===== src/rtl/dmem_access_ctrl.sv =====
// Two-port arbiter/sequencer in front of a single-port data memory: round-robin grant,
// read-modify-write sub-word stores, extended sub-word loads. DMEM_ACCESS_FIXED_PRIO_EN = port 0 always wins.
module dmem_access_ctrl #(
  parameter int XLEN = 32,
  parameter int AW   = 10
) (
  input  logic              i_clk,
  input  logic              i_rst,
  input  logic [1:0]        i_req_valid,
  output logic [1:0]        o_req_ready,
  input  logic [1:0]        i_req_we,
  input  logic [1:0]        i_req_unsigned,
  input  logic [3:0]        i_req_size,
  input  logic [2*XLEN-1:0] i_req_addr,
  input  logic [2*XLEN-1:0] i_req_wdata,
  output logic [1:0]        o_rsp_valid,
  output logic              o_rsp_err,
  output logic [XLEN-1:0]   o_rsp_rdata,
  output logic              o_mem_r_en,
  output logic              o_mem_w_en,
  output logic [AW-1:0]     o_mem_addr,
  output logic [XLEN-1:0]   o_mem_wdata,
  input  logic [XLEN-1:0]   i_mem_rdata
);

  typedef enum logic [1:0] {IDLE, RD, RMW_RD, WR} state_e;

  state_e          state_q, state_d;
  logic            port_q, port_d;
  logic            we_q, we_d;
  logic            uns_q, uns_d;
  logic [1:0]      size_q, size_d;
  logic [AW+1:0]   addr_q, addr_d;
  logic [XLEN-1:0] wdata_q, wdata_d;
  logic [XLEN-1:0] word_q, word_d;
  logic [1:0]      rsp_valid_q, rsp_valid_d;
  logic            rsp_err_q, rsp_err_d;
  logic [XLEN-1:0] rsp_rdata_q, rsp_rdata_d;

  logic            grant, accept, sel_misaligned;
  logic [1:0]      sel_size;
  logic [AW+1:0]   sel_addr;
  logic [XLEN-1:0] sel_wdata;
  logic [4:0]      shamt;
  logic [15:0]     lane;
  logic [XLEN-1:0] load_val, lane_mask, store_word;
  logic            unused_addr_hi;

`ifdef DMEM_ACCESS_FIXED_PRIO_EN
  assign grant = ~i_req_valid[0];
`else
  logic last_q, last_d;
  assign grant = (&i_req_valid) ? ~last_q : i_req_valid[1];
`endif

  // Word index wraps modulo 2^AW, so byte-address bits above AW+1 carry no meaning.
  assign unused_addr_hi = ^{i_req_addr[2*XLEN-1:XLEN+AW+2], i_req_addr[XLEN-1:AW+2]};

  assign accept      = (state_q == IDLE) && (|i_req_valid) && !i_rst;
  assign o_req_ready = accept ? (grant ? 2'b10 : 2'b01) : 2'b00;

  assign sel_size  = grant ? i_req_size[3:2] : i_req_size[1:0];
  assign sel_addr  = grant ? i_req_addr[XLEN+AW+1:XLEN] : i_req_addr[AW+1:0];
  assign sel_wdata = grant ? i_req_wdata[2*XLEN-1:XLEN] : i_req_wdata[XLEN-1:0];
  assign sel_misaligned = (sel_size == 2'b11) ||
                          (sel_size == 2'b01 && sel_addr[0]) ||
                          (sel_size == 2'b10 && sel_addr[1:0] != 2'b00);

  // Little-endian lane select for loads and lane merge for sub-word stores.
  assign shamt = {addr_q[1:0], 3'b000};
  assign lane  = 16'(i_mem_rdata >> shamt);

  always_comb begin
    case (size_q)
      2'b00:   load_val = {{(XLEN-8){lane[7] & ~uns_q}}, lane[7:0]};
      2'b01:   load_val = {{(XLEN-16){lane[15] & ~uns_q}}, lane[15:0]};
      default: load_val = i_mem_rdata;
    endcase
  end

  assign lane_mask  = ((size_q == 2'b00) ? XLEN'(8'hFF) : XLEN'(16'hFFFF)) << shamt;
  assign store_word = (size_q == 2'b10) ? wdata_q
                    : (word_q & ~lane_mask) | ((wdata_q << shamt) & lane_mask);

  always_comb begin
    // NOTE: every comb output gets a default first, so no path can infer a latch.
    state_d     = state_q;
    port_d      = port_q;
    we_d        = we_q;
    uns_d       = uns_q;
    size_d      = size_q;
    addr_d      = addr_q;
    wdata_d     = wdata_q;
    word_d      = word_q;
    rsp_valid_d = 2'b00;
    rsp_err_d   = 1'b0;
    rsp_rdata_d = '0;
    o_mem_r_en  = 1'b0;
    o_mem_w_en  = 1'b0;
    o_mem_wdata = '0;
`ifndef DMEM_ACCESS_FIXED_PRIO_EN
    last_d      = last_q;
`endif
    case (state_q)
      IDLE: if (accept) begin
        port_d  = grant;
        we_d    = i_req_we[grant];
        uns_d   = i_req_unsigned[grant];
        size_d  = sel_size;
        addr_d  = sel_addr;
        wdata_d = sel_wdata;
`ifndef DMEM_ACCESS_FIXED_PRIO_EN
        last_d  = grant;
`endif
        if (sel_misaligned) begin
          rsp_valid_d[grant] = 1'b1;
          rsp_err_d          = 1'b1;
        end else if (!i_req_we[grant]) begin
          state_d = RD;
        end else begin
          state_d = (sel_size == 2'b10) ? WR : RMW_RD;
        end
      end
      RD: begin
        o_mem_r_en          = 1'b1;
        rsp_rdata_d         = load_val;
        rsp_valid_d[port_q] = 1'b1;
        state_d             = IDLE;
      end
      RMW_RD: begin
        o_mem_r_en = 1'b1;
        word_d     = i_mem_rdata;
        state_d    = WR;
      end
      WR: begin
        o_mem_w_en          = 1'b1;
        o_mem_wdata         = store_word;
        rsp_valid_d[port_q] = 1'b1;
        state_d             = IDLE;
      end
      default: state_d = IDLE;
    endcase
    // Outputs read 0 throughout a reset cycle, including an aborted in-flight write.
    if (i_rst) begin
      o_mem_r_en  = 1'b0;
      o_mem_w_en  = 1'b0;
      o_mem_wdata = '0;
    end
  end

  assign o_mem_addr  = i_rst ? '0 : addr_q[AW+1:2];
  assign o_rsp_valid = i_rst ? 2'b00 : rsp_valid_q;
  assign o_rsp_err   = !i_rst && rsp_err_q;
  assign o_rsp_rdata = i_rst ? '0 : rsp_rdata_q;

  // NOTE: sequential state uses non-blocking assignments only.
  always_ff @(posedge i_clk) begin
    if (i_rst) begin
      state_q     <= IDLE;
      port_q      <= 1'b0;
      we_q        <= 1'b0;
      uns_q       <= 1'b0;
      size_q      <= 2'b00;
      addr_q      <= '0;
      wdata_q     <= '0;
      word_q      <= '0;
      rsp_valid_q <= 2'b00;
      rsp_err_q   <= 1'b0;
      rsp_rdata_q <= '0;
`ifndef DMEM_ACCESS_FIXED_PRIO_EN
      last_q      <= 1'b1;
`endif
    end else begin
      state_q     <= state_d;
      port_q      <= port_d;
      we_q        <= we_d;
      uns_q       <= uns_d;
      size_q      <= size_d;
      addr_q      <= addr_d;
      wdata_q     <= wdata_d;
      word_q      <= word_d;
      rsp_valid_q <= rsp_valid_d;
      rsp_err_q   <= rsp_err_d;
      rsp_rdata_q <= rsp_rdata_d;
`ifndef DMEM_ACCESS_FIXED_PRIO_EN
      last_q      <= last_d;
`endif
    end
  end

endmodule


===== config.mk =====
export PLATFORM = sky130hd
export DESIGN_NAME = dmem_access_ctrl
export DESIGN_NICKNAME = d
export VERILOG_FILES = /design/src/rtl/dmem_access_ctrl.sv
export SDC_FILE = /design/constraint.sdc
export NUM_CORES = 1
export LEC_CHECK = 0
export ABC_AREA = 0
export CAP_MARGIN = 20
export CORE_MARGIN = 3
export CORE_UTILIZATION = 44
export CTS_BUF_LIST = sky130_fd_sc_hd__clkbuf_16
export DETAILED_ROUTE_END_ITERATION = 16
export PLACE_DENSITY = 0.9
export REMOVE_ABC_BUFFERS = 1
export SLEW_MARGIN = 30
export SYNTH_ARGS = -nofsm -noshare
export SYNTH_HDL_FRONTEND = slang
export SYNTH_SLANG_ARGS = --single-unit

===== constraint.sdc =====
create_clock -name i_clk -period 2.3 [get_ports i_clk]
set_input_delay 0.46 -clock i_clk [delete_from_list [all_inputs] [get_ports i_clk]]
set_output_delay 0.46 -clock i_clk [all_outputs]
set_load 0.01 [all_outputs]

==> flow_summary.json <==
{
  "slowest_delay_ns": 0.45,
  "slew_headroom": 0.573,
  "crit_required_ns": 1.84,
  "yosysTopAreaCell": "dfxtp_1",
  "hold_viol": 0,
  "syn2layout_area_growth_pct": 53.9,
  "clk_latency_ns": 0.41,
  "setup_viol": 13,
  "status": "finished with violations",
  "hold_path_class": "input pin to register",
  "ys_types": 44,
  "fin_area_um2": 9560,
  "synth.top_cell.area_share": 0.380,
  "critical_path.top_delay_family": "simple AND/OR/NAND/NOR gates",
  "synth_commonest_cells": "nand2_1, dfxtp_1, nor2_1",
  "die_area_um2": 15600,
  "num_vias": 6752,
  "synth_cells": 788,
  "die_x_um": 125,
  "dpl.hpwl_mm": 15.6,
  "drv_slew": 0,
  "tightest_slew_ns": 0.640,
  "io_buffers": 212,
  "antenna_found_initial": 0,
  "dr.pass1.iters": 5,
  "grt_use_total": 0.270,
  "initial_utilization": 0.460,
  "final_cells": 1212,
  "clk_pin_slew_ns": 0.05,
  "grt_pass1_wl_mm": 34.2,
  "fin_total_pwr_uw": 9910,
  "synthArstFlopShare": 0,
  "crit_type": "register to output pin",
  "drc": 0,
  "cp.arrival_ns": 1.92,
  "rows": 42,
  "core-area_um2": 13500,
  "max-vdd-ir-drop_mv": 0.625,
  "clk_path_buf_depth": 2,
  "skew_ns": 0.00897,
  "totalWireLength_mm": 21.8,
  "nets": 1201,
  "nFillCells": 1030,
  "period_minus_slack_ns": 2.38,
  "synth_flop_cell": "dfxtp_1",
  "r2r_slack_ns": 0.38,
  "cts_tree": "built",
  "start_kind": "register",
  "drt_iter0_drc": 638,
  "fmaxAchievable_mhz": 421,
  "cts-root-buf": "clkbuf_16",
  "htree_levels": 4,
  "drive_gt1_frac": 0.179,
  "placed_cell_area_um2": 8810,
  "synth_seq_cells": 118,
  "crit_slowest_cell": "or3_4",
  "synth_edf_count": 0,
  "grt_pass1_vias": 6553,
  "synth_area_um2": 6220,
  "crit_chain": "or3_4 > buf_6 > a21o_1 > a31oi_4 > nor2_1 > buf_2",
  "rsz0062_at_grt": "true",
  "avgViaCountPerCell": 5.57,
  "gp_congestion": 0.912,
  "io_pins": 253,
  "ys_warn_count": 0,
  "path_buf_inv": 2,
  "dp.cells": 1170,
  "seq_area_frac_synth": 0.380,
  "yosys-top-cells-area": "dfxtp_1, nand2_1, mux2i_1",
  "violations": "setup timing",
  "synth_most_common_cell": "nand2_1",
  "clock_sinks": 118,
  "ant_nets": 0,
  "min_period_over_period": 1.03,
  "cts_hold_buf": 0,
  "p_per_area_nw_per_um2": 1040,
  "cts_inserted_buffers": 17,
  "insertedDiodeCount": 0,
  "p_leak_uw": 0.00376,
  "die_h_um": 125,
  "cp_max_fo": 6,
  "syn_avg_cell_area_um2": 7.89,
  "overflow": 0,
  "grt_max_degree": 40,
  "maxCapViolations": 0,
  "wl_per_cell_um": 18.0,
  "endpoint_kind": "output pin",
  "worst_slack_ns": -0.0765
}
-- sequential cells by signal (all words and copies together), names as in the netlist --
name / cells
rsp_rdata_q: 32
wdata_q: 32
word_q: 32
addr_q: 12
rsp_valid_q: 2
size_q: 2
state_q: 2
last_q: 1
port_q: 1
rsp_err_q: 1
uns_q: 1
-- metal layers --
layer	track usage	share of wire	wire length, um
met5	0	0	0
met4	0.116	0.027	600
met3	0.0643	0.080	1740
met2	0.450	0.48	10400
met1	0.333	0.41	9060
-- final cells by class --
class | count | area (um^2) | area share
clock buffer | 17 | 425 | 0.0445
timing repair buffer | 288 | 2710 | 0.283
multi-input combinational | 593 | 3680 | 0.385
inverter | 6 | 22.5 | 0.00235
sequential | 118 | 2380 | 0.249
tap | 176 | 220 | 0.0230
clock inverter | 14 | 123 | 0.0128
-- worst register-to-register path, cell delays in order, from the launching register on --
cell and delay [ns]:
dfxtp_4 0.36, buf_4 0.13, buf_4 0.14, buf_4 0.25
o21bai_1 0.37, a222oi_1 0.33, o21a_1 0.19, nor2_1 0.04
-- worst paths after layout --
| kind | from | end | cells past startpoint |
|---|---|---|---|
| worst max register to register | size_q[1] | rsp_rdata_q[8] | 7 |
| worst min register to register | addr_q[4] | addr_q[4] | 2 |
| worst max-delay path | addr_q[0] | o_mem_wdata[14] | 6 |
| worst min-delay path | i_rst | port_q | 2 |
-- timing repair --
action                                  CTS  global route
cloned                                    3             1
buffers inserted                          7             3
endpoints found under the setup margin   36            34
resized for setup                       152            41
pin swaps                                27            27
-- layout by cell type, fill, tap and decap left out, types with 12 or more instances in the layout --
cell / synthesis / routed
clkdlybuf4s50_1: 0 / 175
nand2_1: 139 / 137
dfxtp_1: 118 / 112
nor2_1: 106 / 105
a21oi_1: 68 / 63
buf_4: 0 / 59
nor2b_1: 52 / 50
mux2i_1: 47 / 47
a311oi_1: 43 / 43
buf_2: 16 / 24
clkbuf_16: 0 / 19
o211ai_1: 16 / 16
o21ai_0: 15 / 12
-- per-stage QoR --
stage / utilization / setup WS [ns] / TNS (ns) / hold WS [ns]
final: 0.708 / -0.0765 / -0.544 / 0.327
after global routing: 0.708 / -0.140 / -2.05 / 0.317
after CTS: 0.703 / -0.170 / -1.24 / 0.306
after detailed placement: 0.652 / -0.137 / -1.67 / 0.483
after global placement: 0.652 / -0.0919 / -0.749 / 0.478
after floorplan: - / -0.778 / -39.06 / 0.456
-- logic make-up after synthesis --
kind of cell / after synthesis / synth area share
buf+inv: 77 / 0.0521
simple gates: 328 / 0.230
flops: 118 / 0.380
mux: 54 / 0.0902
compound gates: 206 / 0.238
fa+ha+maj: 5 / 0.0101
-- where the power goes --
group / internal [uW] / switching, uW / leakage, uW
Clock: 1560 / 915 / 0.000279
Sequential: 2530 / 349 / 0.000968
Combinational: 2250 / 2310 / 0.00252
Total: 6340 / 3570 / 0.00376
Power figures use the tool's default switching activity.
